File: config.mk
export PLATFORM = sky130hd
export DESIGN_NAME = uart_rx
export DESIGN_NICKNAME = d
export VERILOG_FILES = /design/src/rtl/uart_pkg.sv /design/src/rtl/uart_rx_sync.sv /design/src/rtl/uart_rx.sv
export SDC_FILE = /design/constraint.sdc
export NUM_CORES = 1
export LEC_CHECK = 0
export ABC_AREA = 1
export CORE_ASPECT_RATIO = 2
export CORE_UTILIZATION = 50
export DETAILED_ROUTE_END_ITERATION = 10
export GPL_TIMING_DRIVEN = 0
export PLACE_DENSITY = 0.81
export SLEW_MARGIN = 20
export SYNTH_ARGS = -nofsm -noshare
export SYNTH_HDL_FRONTEND = slang
export SYNTH_HIERARCHICAL = 1
export SYNTH_SLANG_ARGS = --single-unit
File: constraint.sdc
create_clock -name rx_clk -period 1.4 [get_ports rx_clk]
set_clock_uncertainty 0.1 [all_clocks]
set_input_delay 0.42 -clock rx_clk [delete_from_list [all_inputs] [get_ports rx_clk]]
set_output_delay 0.42 -clock rx_clk [all_outputs]
set_load 0.005 [all_outputs]
File: src/rtl/uart_pkg.sv
// uart_pkg: UART state encoding and framing constants shared by uart_rx and uart_tx
package uart_pkg;
  localparam int CLKS_PER_BIT_DEF = 434;
  localparam int DATA_BITS = 8;
`ifdef UART_RX_PARITY_EN
  localparam int FRAME_BITS = 11;
`else
  localparam int FRAME_BITS = 10;
`endif
  typedef enum logic [2:0] {IDLE, START, DATA, PARITY, STOP, BREAK} uart_state_t;
endpackage

File: src/rtl/uart_rx_sync.sv
// uart_rx_sync: two-flop synchronizer for the serial line, resets to the idle level
module uart_rx_sync (
  input  logic clk,
  input  logic rst,
  input  logic d,
  output logic q
);
  logic meta_q;
  always_ff @(posedge clk) begin
    if (rst) {q, meta_q} <= 2'b11;
    else     {q, meta_q} <= {meta_q, d};
  end
endmodule

File: src/rtl/uart_rx.sv
// uart_rx: 8N1 UART receiver with one-byte valid/ready output buffer
// Define UART_RX_PARITY_EN to add an even-parity bit and the rx_parity_err output.
module uart_rx
  import uart_pkg::*;
#(
  parameter int CLKS_PER_BIT = CLKS_PER_BIT_DEF
) (
  input  logic       rx_clk,
  input  logic       rx_rst,
  input  logic       rx_input,
  output logic [7:0] rx_data,
  output logic       rx_valid,
  input  logic       rx_ready,
  output logic       rx_frame_err,
  output logic       rx_overrun
`ifdef UART_RX_PARITY_EN
  ,
  output logic       rx_parity_err
`endif
);
  localparam int CW = $clog2(CLKS_PER_BIT);
  localparam logic [CW-1:0] HALF = CW'(CLKS_PER_BIT / 2 - 1);
  localparam logic [CW-1:0] LAST = CW'(CLKS_PER_BIT - 1);
`ifdef UART_RX_PARITY_EN
  localparam uart_state_t AFTER_DATA = PARITY;
`else
  localparam uart_state_t AFTER_DATA = STOP;
`endif
  uart_state_t state_q, state_d;
  logic [CW-1:0] cnt_q, cnt_d;
  logic [2:0] bit_q, bit_d;
  logic [DATA_BITS-1:0] shift_q, shift_d, data_q, data_d;
  logic valid_q, valid_d, ferr_q, ferr_d, ovr_q, ovr_d, rx_s, tick;
`ifdef UART_RX_PARITY_EN
  logic perr_q, perr_d, par_bad_q, par_bad_d;
`endif
  uart_rx_sync u_sync (.clk(rx_clk), .rst(rx_rst), .d(rx_input), .q(rx_s));
  assign tick = cnt_q == LAST;
  always_comb begin
    state_d = state_q;
    cnt_d   = tick ? '0 : cnt_q + 1'b1;
    bit_d   = bit_q;
    shift_d = shift_q;
    data_d  = data_q;
    valid_d = valid_q & ~rx_ready;
    ferr_d  = 1'b0;
    ovr_d   = 1'b0;
`ifdef UART_RX_PARITY_EN
    perr_d    = 1'b0;
    par_bad_d = par_bad_q;
`endif
    case (state_q)
      IDLE: begin
        cnt_d   = '0;
        state_d = rx_s ? IDLE : START;
      end
      START: if (cnt_q == HALF) begin
        cnt_d   = '0;
        bit_d   = '0;
        state_d = rx_s ? IDLE : DATA;
      end
      DATA: if (tick) begin
        shift_d = {rx_s, shift_q[DATA_BITS-1:1]};
        bit_d   = bit_q + 1'b1;
        state_d = bit_q == 3'd7 ? AFTER_DATA : DATA;
      end
`ifdef UART_RX_PARITY_EN
      PARITY: if (tick) begin
        par_bad_d = ^{shift_q, rx_s};
        state_d   = STOP;
      end
`endif
      STOP: if (tick) begin
        state_d = rx_s ? IDLE : BREAK;
        ferr_d  = ~rx_s;
        if (rx_s) begin
`ifdef UART_RX_PARITY_EN
          if (par_bad_q) perr_d = 1'b1;
          else
`endif
          if (!valid_q || rx_ready) begin
            data_d  = shift_q;
            valid_d = 1'b1;
          end else ovr_d = 1'b1;
        end
      end
      BREAK: begin
        cnt_d   = '0;
        state_d = rx_s ? IDLE : BREAK;
      end
      default: state_d = IDLE;
    endcase
  end
  always_ff @(posedge rx_clk) begin
    if (rx_rst) begin
      state_q <= IDLE;
      cnt_q   <= '0;
      bit_q   <= '0;
      shift_q <= '0;
      data_q  <= '0;
      valid_q <= 1'b0;
      ferr_q  <= 1'b0;
      ovr_q   <= 1'b0;
    end else begin
      state_q <= state_d;
      cnt_q   <= cnt_d;
      bit_q   <= bit_d;
      shift_q <= shift_d;
      data_q  <= data_d;
      valid_q <= valid_d;
      ferr_q  <= ferr_d;
      ovr_q   <= ovr_d;
    end
  end
`ifdef UART_RX_PARITY_EN
  always_ff @(posedge rx_clk) begin
    if (rx_rst) {perr_q, par_bad_q} <= 2'b00;
    else        {perr_q, par_bad_q} <= {perr_d, par_bad_d};
  end
  assign rx_parity_err = perr_q;
`endif
  assign rx_data      = data_q;
  assign rx_valid     = valid_q;
  assign rx_frame_err = ferr_q;
  assign rx_overrun   = ovr_q;
endmodule

==> results.toml, run 1 <==
[run_status]
outcome = "finished, violations left"
violations = "negative setup slack"

[cts]
cts_tree = "built"
clockBufferDepth = 2
clock_latency_ps = 290
root_buffer = "clkbuf_8"
clk_pin_slew_worst_paths_ps = 70
cts_made_buffers = 5
cts_max_level = 2
cts_hold_buf = 0
cts_sinks = 36

[power]
p_leak_nw = 0.9362
peakVddDrop_uv = 862.3
power_density_nw_per_um2 = 1105

[layout]
fillers = 189
regArea_um2 = 738.2
fin_area_um2 = 2347
multiInputGateArea_um2 = 1056
layout.nets = 259
layout-drive-gt1-share = 0.3880
diodes = 0
area_delta_synth_final_pct = 45.88

[routing]
finalWirelength_um = 4110
routed_via_density = 5.550
wl_per_cell_um = 14.68
drc = 0
vias = 1554
dr.pass1.iters = 4
drt_iter0_drc = 30
route.antenna.remaining_nets = 0

[floorplan]
core_um2 = 3013
initial_core_util = 0.5341
die_height_um = 82.23
rows = 28
dieArea_um2 = 3462
die_w_um = 42.11
io_pins = 15

[timing]
fin_setup_tns_ps = -1665
fin_ws_ps = -92.56
finalCritPeriodShare = 1.066
tightest_slew_ps = 319.3
relSlewSlack = 0.7869
setup_viol = 32
fin_crit_ps = 1493
slew_violations = 0
rsz0062_at_grt = "yes"
fmax_mhz = 670.0
hold_viol = 0

[worst_setup_path]
cp_data_required_time_ps = 1510
r2r_cells = 9
startpoint_type = "flop"
worstPathArrival_ps = 1600
critPathCaptureType = "flop"
critPathMaxFanout = 6
path_class = "reg -> reg"

[synthesis]
yosysSeqAreaShare = 0.4479
syn_inst = 213
avgSynthCellArea_um2 = 7.554
yosys_warnings = 6
syn_nets = 222
synthDistinctLibCells = 26
ys_ff_latch = 36
syn_area_um2 = 1609

[worst_hold_path]
min_path_cells = 2
hold_path.class = "reg -> reg"

[global_routing]
grtUsageMet2 = 0.4906
antenna_found_initial = 0
grt_pass1_vias = 1503
grt_usage = 0.2452
grt_max_degree = 11
grtUsageMet1 = 0.2043
grt_pass1_wl_um = 6348
grtUsageMet3 = 0.05435
gr-max-usage-layer = "met2"
grt_overflow = 0

[place]
io_buffers = 14
dp_hpwl_um = 2315
place_worst_setup_slack_ps = -642.4
place.gp.congestion = 0.8276
place_area_um2 = 1792

[flow_run]
cap_violations = 0
[through the flow]
step | hold WS, ps | cells | util | power, mW
floorplan | 279.5 | 213 | - | 1.517
detailed placement | 299.9 | 257 | 0.5947 | 1.619
global placement | 283.6 | 257 | 0.5947 | 1.608
finish | 314.4 | 280 | 0.7791 | 2.593
global route | 338.6 | 280 | 0.7791 | 2.724
CTS | 316.7 | 275 | 0.7139 | 2.484
[Yosys cell counts, drive strengths merged]
| cell type | number | share of area |
|---|---|---|
| xnor2 | 1 | 0.0054 |
| buf | 3 | 0.015 |
| nor4 | 1 | 0.0039 |
| xor2 | 3 | 0.016 |
| nor3 | 4 | 0.012 |
| clkbuf | 2 | 0.0047 |
| a21oi | 20 | 0.062 |
| nand3 | 17 | 0.065 |
| o31ai | 2 | 0.0093 |
| nand4 | 11 | 0.043 |
| clkinv | 1 | 0.0054 |
| nand2 | 50 | 0.13 |
| nand3b | 1 | 0.0047 |
| ha | 5 | 0.039 |
| o22ai | 1 | 0.0039 |
| inv | 27 | 0.063 |
| dfxtp | 36 | 0.45 |
| nor2 | 28 | 0.072 |
[where the power goes]
group	switching (mW)	total [mW]	internal (mW)
logic	0.474	0.757	0.283
clock network	0.346	0.684	0.338
registers	0.0676	1.15	1.09
total	0.887	2.59	1.71
[state kept, by name (all words and copies together) (netlist names), 3 cells and up]
register  flops
bit_q         3
state_q       3
shift_q       8
rx_data       8
cnt_q         9
[routing by layer]
layer	vias up	wire length, um
li1	766	-
met1	742	1398
met2	28	2413
met3	18	97
met4	0	201
met5	-	0
[kinds of logic after synthesis]
| kind of cell | Yosys count | synth area share |
|---|---|---|
| compound gates | 23 | 0.07543 |
| xor+xnor | 4 | 0.02178 |
| fa+ha+maj | 5 | 0.03888 |
| buf+inv | 33 | 0.08787 |
| flops | 36 | 0.4479 |
| simple gates | 112 | 0.3282 |
[area by class of cell]
class / count / share of cell area
Sequential cell: 36 / 0.3145
Timing Repair Buffer: 29 / 0.1162
Inverter: 28 / 0.05224
Multi-Input combinational cell: 145 / 0.4499
Clock inverter: 1 / 0.002132
Buffer: 5 / 0.01812
Clock buffer: 6 / 0.03092
Tap cell: 30 / 0.01599
[final timing paths]
| path | start | end | slack [ps] |
|---|---|---|---|
| max | cnt_q[1]$_SDFF_PP0_ | shift_q[3]$_SDFFE_PP0P_ | -90 |
| min | u_sync/meta_q$_SDFF_PP1_ | u_sync/q$_SDFF_PP1_ | 310 |
| max reg2reg | cnt_q[1]$_SDFF_PP0_ | shift_q[3]$_SDFFE_PP0P_ | -90 |
| min reg2reg | u_sync/meta_q$_SDFF_PP1_ | u_sync/q$_SDFF_PP1_ | 310 |
[placed cells by master, fill, tap and decap left out, types with 3 or more instances in the layout]
cell             instances
a21oi_1                  9
a21oi_2                 11
buf_4                   13
clkbuf_8                 5
clkdlybuf4s50_1          3
dfxtp_1                 26
dfxtp_2                  8
dlygate4sd2_1            9
ha_4                     3
inv_1                   20
inv_2                    5
nand2_1                 37
nand2_2                  7
nand2_4                  6
nand3_1                  3
nand3_2                  5
nand3_4                 10
nand4_1                 11
nor2_1                  21
nor2_2                   3
nor2_4                   4
nor3_2                   3
[timing repair]
action | CTS | global route
gates cloned | 2 | 0
resized for setup | 58 | 47
setup buffers | 9 | 5
pin swaps | 30 | 17
endpoints found under the setup margin | 44 | 35
[worst max-delay path, cell delays in order (launching register included)]
cell,delay (ps)
dfxtp_4,360
inv_4,80
ha_4,140
nand2_4,50
nor2_4,120
nand2_4,120
clkinv_8,110
buf_8,120
nand3_1,70
a21oi_1,160
(Power assumes the default switching activity.)
==> inputs of run 2 (changes only) <==
Settings changed: CTS_BUF_LIST set to sky130_fd_sc_hd__clkbuf_8.
==> run 2 against run 1 <==
Against the previous run:
- the flow still finishes with violations (negative setup slack)
- clock-buffer cell count is 1 lower
- clock power is 0.7% lower
- non-clock buffer count is 1 lower
- sequential power hardly changed
- maximum frequency is 1.7% lower
- first-iteration DRC count is 6.7% lower
- critical path depth stayed put
- register-to-register slack worse by 30 ps
- utilization stayed put
- global-route usage stayed put
- routed wire length is 1.3% higher
- critical path type unchanged
- highest routed layer unchanged
==> results.toml, run 2 (synthesis gave the netlist of run 1 again) <==
[worst_setup_path]
cp_slowest_cell = "dfxtp_4"
path_class = "reg -> reg"
rr_startpoint = "cnt_q[1]$_SDFF_PP0_"
cpLargestDelayFamily = "simple AND/OR/NAND/NOR gates"
cp.depth = 9
critPathMaxFanout = 6
r2r_end = "rx_data[7]$_SDFFE_PP0P_"
cp_data_required_time_ps = 1520
cp_num_buf_inv = 3
cpPeakStageDelay_ps = 360
r2r_cells = 9
cpMostUsedCell = "nand2_4"
startpoint_type = "flop"
cp_cell_sequence = "inv_4 -> ha_4 -> nand2_4 -> nor2_4 -> nand2_4 -> clkinv_8 -> buf_6 -> nand4_1 -> a21oi_1"
r2r_slack_ps = -120
worstPathArrival_ps = 1640
critPathCaptureType = "flop"
startpoint = "cnt_q[1]$_SDFF_PP0_"
endpoint = "rx_data[7]$_SDFFE_PP0P_"

[global_routing]
grt_overflow = 0
grt_pass1_wl_um = 6348
grt_usage = 0.2452
grt_max_degree = 11
antenna_found_initial = 0
grt_pass1_vias = 1503

[timing]
slew_violations = 0
rsz0062_at_grt = "yes"
hold_viol = 0
relSlewSlack = 0.7775
finalCritPeriodShare = 1.084
tightest_slew_ps = 333.5
fin_ws_ps = -118.2
timing.hold.ws_ps = 316.4
fmax_mhz = 658.7
fin_crit_ps = 1518
setup_viol = 33

[layout]
final_cell_mix = "nand2_1 (39), dfxtp_1 (27), inv_1 (22), nor2_1 (21)"
largest_register_ffs = 9
layout.cells.non_filler = 279
layout-drive-gt1-share = 0.3815
fillers = 190
diodes = 0
area_delta_synth_final_pct = 45.88
largest-register = "cnt_q"
final_common_cell = "nand2_1"
layout.nets = 258

[flow_run]
cap_violations = 0

[place]
dp_hpwl_um = 2315
io_buffers = 14
place.gp.congestion = 0.8276
dp_cells = 257

[floorplan]
initial_core_util = 0.5341
core_um2 = 3013
io_pins = 15
die_w_um = 42.11
dieArea_um2 = 3462
rows = 28
die_height_um = 82.23

[power]
peakVddDrop_uv = 863.5
power_density_nw_per_um2 = 1099
p_leak_nw = 0.9233

[cts]
cts_hold_buf = 0
cts_max_level = 2
cts_tree = "built"
cts_sinks = 36
root_buffer = "clkbuf_8"
cts_made_buffers = 5
clock_latency_ps = 290
clockBufferDepth = 2
clk_pin_slew_worst_paths_ps = 70

[run_status]
violations = "negative setup slack"
outcome = "finished, violations left"

[routing]
vias = 1586
drt_iter0_drc = 28
finalWirelength_um = 4163
drc = 0
route.antenna.remaining_nets = 0
dr.pass1.iters = 4
wl_per_cell_um = 14.92
routed_via_density = 5.685

[worst_hold_path]
min_path_cells = 2
hold_path.class = "reg -> reg"
-- run 2: changes by cell type in the layout (fill, tap and decap cells not counted), moves of 2 or more --
cell	previous run	this run
nand2_2	7	5
nand3_2	5	8
nand2_1	37	39
nand3_1	3	1
inv_1	20	22
-- run 2: tightest hold or removal path, cell delays in order (launching register included) --
cell and delay, ps:
dfxtp_1 310, inv_1 30, nand2_1 40
-- run 2: report_power, final --
group	leakage, nW	total (mW)	switching (mW)	internal (mW)
Clock	0.0452	0.679	0.348	0.330
Combinational	0.582	0.746	0.472	0.274
Sequential	0.296	1.15	0.0682	1.09
-- run 2: area by class of cell --
cell class	count	area (um2)	share of cell area
clock buffer	5	68.82	0.02932
buffer	5	42.54	0.01812
sequential	36	737.0	0.3140
multi-input combinational	145	1066	0.4542
timing repair buffer	28	264.0	0.1125
tap	30	37.54	0.01599
clock inverter	2	8.758	0.003731
inverter	28	122.6	0.05224
-- run 2: worst min-delay path by stage --
stage,from,end,slack (ps)
3_5_place_dp,u_sync/meta_q$_SDFF_PP1_,u_sync/q$_SDFF_PP1_,300
5_1_grt,u_sync/meta_q$_SDFF_PP1_,u_sync/q$_SDFF_PP1_,340
4_1_cts,u_sync/meta_q$_SDFF_PP1_,u_sync/q$_SDFF_PP1_,320
2_1_floorplan,u_sync/meta_q$_SDFF_PP1_,u_sync/q$_SDFF_PP1_,280
3_3_place_gp,u_sync/meta_q$_SDFF_PP1_,u_sync/q$_SDFF_PP1_,280
6_report,u_sync/meta_q$_SDFF_PP1_,u_sync/q$_SDFF_PP1_,320
-- run 2: metrics by stage --
step,power (mW),setup slack (ps),util,cell area (um2),TNS (ps)
floorplan,1.517,24.94,-,1614,0
global placement,1.608,-584.6,0.5947,1792,-11410
detailed placement,1.619,-642.4,0.5947,1792,-12410
CTS,2.478,-62.91,0.7139,2151,-763.1
global route,2.712,-202.9,0.7791,2347,-4307
finish,2.579,-118.2,0.7791,2347,-2437
-- run 2: repair_timing --
| item | 4_1_cts | 5_1_grt |
|---|---|---|
| setup endpoints to repair | 44 | 35 |
| gates resized for setup | 58 | 45 |
| pin swaps | 30 | 15 |
| setup buffers | 9 | 4 |
| cloned | 2 | 0 |
-- run 2: routing by layer --
| metal | up-vias | wire length, um | global-route usage |
|---|---|---|---|
| met5 | - | 0 | 0 |
| met4 | 0 | 230 | 0.1688 |
| met3 | 20 | 94 | 0.05435 |
| met2 | 37 | 2427 | 0.4906 |
| met1 | 763 | 1411 | 0.2043 |
| li1 | 766 | - | - |
==> inputs of run 3 (changes only) <==
Settings changed: PLACE_DENSITY 0.81 to 0.8, SYNTH_HIERARCHICAL 1 to not set.
==> run 3 against run 2 <==
Against the previous run:
- the flow still finishes with violations (negative setup slack)
- synthesized cell count increased by 10%
- sequential share of layout area grew 1.6 points
- global-route usage fell by 0.87 points
- utilization shrank 8.0 points
- cell count rose by 7.5%
- critical path depth fell by 1
- via count is 1.4% lower
- clock power increased by 9.0%
- flip-flop and latch count unchanged
- routed wire length fell by 12%
- cell area decreased by 4.9%
- sequential power is 9% higher
- critical path type unchanged
- largest cell class unchanged
==> results.toml, run 3 <==
[flow_run]
cap_violations = 0

[routing]
top_layer_used = "met4"
drt_iter0_drc = 42
wl_met1_um = 1388
wl_met2_um = 2006
routed_via_density = 5.213
finalWirelength_um = 3664
dr.pass1.iters = 4
route.antenna.remaining_nets = 0
drc = 0
met3_length_um = 131
vias = 1564
wl_per_cell_um = 12.21

[worst_setup_path]
cp_cell_sequence = "nand2_1 -> inv_1 -> nand2_2 -> nor2_4 -> nand4_4 -> buf_6 -> o21ai_1 -> nor2_1"
critPathCaptureType = "flop"
cpPeakStageDelay_ps = 380
worstPathArrival_ps = 1590
startpoint_type = "flop"
critPathMaxFanout = 5
cpLargestDelayFamily = "simple AND/OR/NAND/NOR gates"
cp_data_required_time_ps = 1490
r2r_end = "rx_data[4]$_SDFFE_PP0P_"
r2r_slack_ps = -100
rr_startpoint = "cnt_q[4]$_SDFF_PP0_"
endpoint = "rx_data[4]$_SDFFE_PP0P_"
cp_num_buf_inv = 2
cp_slowest_cell = "dfxtp_2"
cp.depth = 8
r2r_cells = 8
startpoint = "cnt_q[4]$_SDFF_PP0_"
path_class = "reg -> reg"

[global_routing]
grt_usage = 0.2365
grt_pass1_wl_um = 6541
grt_pass1_vias = 1523
grt_overflow = 0
grt_max_degree = 12
antenna_found_initial = 0

[synthesis]
yosysTopAreaCell = "dfxtp_1"
avgSynthCellArea_um2 = 7.177
yosys.area_share.simple = 0.3316
synth_area_leaders = "dfxtp_1 (43%), nand2_1 (9.8%), inv_1 (9.3%)"
syn_area_um2 = 1687
syn_nets = 244
synthDistinctLibCells = 28
yosys_warnings = 0
synthAdderAreaFrac = 0.03709
muxShareOfSynthArea = 0
yosysTopAreaCellShare = 0.4273
synth_top_family_by_area = "simple AND/OR/NAND/NOR gates"
yosysMostFrequentCell = "nand2_1"
yosysSeqAreaShare = 0.4273
syn_inst = 235
ys_ff_latch = 36
synth-compound-area-share = 0.07196
async_flop_share = 0
synthTopCellsByCount = "nand2_1 (44), inv_1 (42), nor2_1 (40)"
synthFlopType = "dfxtp_1"
synth_edf_count = 0
synth_xor_area_frac = 0.02077

[floorplan]
dieArea_um2 = 3624
io_pins = 15
initial_core_util = 0.5282
die_height_um = 84.14
rows = 29
die_w_um = 43.07
core_um2 = 3193

[cts]
cts_tree = "built"
clockBufferDepth = 2
cts_sinks = 36
cts_made_buffers = 5
cts_hold_buf = 0
root_buffer = "clkbuf_8"
clk_pin_slew_worst_paths_ps = 70
clock_latency_ps = 290
cts_max_level = 2

[layout]
layout.nets = 277
final_common_cell = "inv_1"
layout-drive-gt1-share = 0.2639
largest-register = "cnt_q"
final_cell_mix = "inv_1 (42), nand2_1 (39), nor2_1 (32), dfxtp_1 (28)"
area_delta_synth_final_pct = 32.34
diodes = 0
largest_register_ffs = 9

[timing]
relSlewSlack = 0.8032
finalCritPeriodShare = 1.073
rsz0062_at_grt = "yes"
timing.hold.ws_ps = 312.5
tightest_slew_ps = 295.1
hold_viol = 0
slew_violations = 0
setup_viol = 34
fin_crit_ps = 1502
fmax_mhz = 665.8
fin_ws_ps = -101.9

[place]
dp_hpwl_um = 2187
place.gp.congestion = 0.8281
io_buffers = 14

[power]
power_density_nw_per_um2 = 1433
power_mw = 3.199
peakVddDrop_uv = 1174
p_leak_nw = 0.9929

[worst_hold_path]
hold_path.class = "reg -> reg"

[run_status]
violations = "negative setup slack"
outcome = "finished, violations left"
## run 3: logic make-up (layout without fill, tap and decap cells)
kind of cell,Yosys count,in the layout
adder cells (fa/ha/maj),5,5
AO/OA/AOI/OAI,23,23
XOR/XNOR,4,4
buffers and inverters,48,80
AND/OR/NAND/NOR,119,121
flip-flops,36,36
## run 3: stage by stage
step	instance area (um2)	std cells	TNS, ps	worst slack, ps	util
final	2232	300	-1687	-101.9	0.6991
after global routing	2232	300	-4960	-183.4	0.6991
after CTS	2201	300	-653.0	-77.80	0.6893
after detailed placement	1886	280	-12160	-516.5	0.5905
after global placement	1886	280	-11470	-470.6	0.5905
after floorplan	1707	235	-314.0	-39.25	-
## run 3: worst min-delay path by stage
stage | start | endpoint | slack, ps | cells past startpoint
after CTS | u_sync.meta_q$_SDFF_PP1_ | u_sync.q$_SDFF_PP1_ | 320 | 1
after detailed placement | u_sync.meta_q$_SDFF_PP1_ | u_sync.q$_SDFF_PP1_ | 300 | 1
after floorplan | u_sync.meta_q$_SDFF_PP1_ | u_sync.q$_SDFF_PP1_ | 290 | 1
final | u_sync.meta_q$_SDFF_PP1_ | u_sync.q$_SDFF_PP1_ | 310 | 1
after global routing | u_sync.meta_q$_SDFF_PP1_ | u_sync.q$_SDFF_PP1_ | 320 | 1
after global placement | u_sync.meta_q$_SDFF_PP1_ | u_sync.q$_SDFF_PP1_ | 300 | 1
## run 3: final cells by class
cell class	instances	area (um2)
fill	253	960.9
multi-input combinational	153	959.7
sequential	36	735.7
timing repair buffer	24	215.2
inverter	45	171.4
clock buffer	6	82.58
tap	31	38.79
buffer	3	21.27
clock inverter	2	7.507
## run 3: worst reg2reg max path, delay by kind of cell (launching register included)
family                 cells  cell delay, ps
AO/OA/AOI/OAI              1             120
AND/OR/NAND/NOR            5             490
flip-flops                 1             380
buffers and inverters      2             320
## run 3: power by group
group,internal [mW],switching (mW),total [mW],leakage [nW]
combinational,0.473,0.737,1.21,0.643
sequential,1.14,0.105,1.25,0.296
clock,0.387,0.354,0.740,0.0538
total,2.00,1.20,3.20,0.993
## run 3: repair_timing
action                                  in CTS  in global routing
gates cloned                                 3                  0
endpoints found under the setup margin      45                 38
resized for setup                           53                 12
pin swaps                                    8                  2
endpoints found under the hold margin        0                  0
buffers inserted                             9                  0
## run 3: per-layer routing
metal  up-vias  global-route usage
met5         -                   0
met1       714              0.2418
met2        35              0.4105
met3        13             0.06667
li1        802                   -
met4         0              0.1377
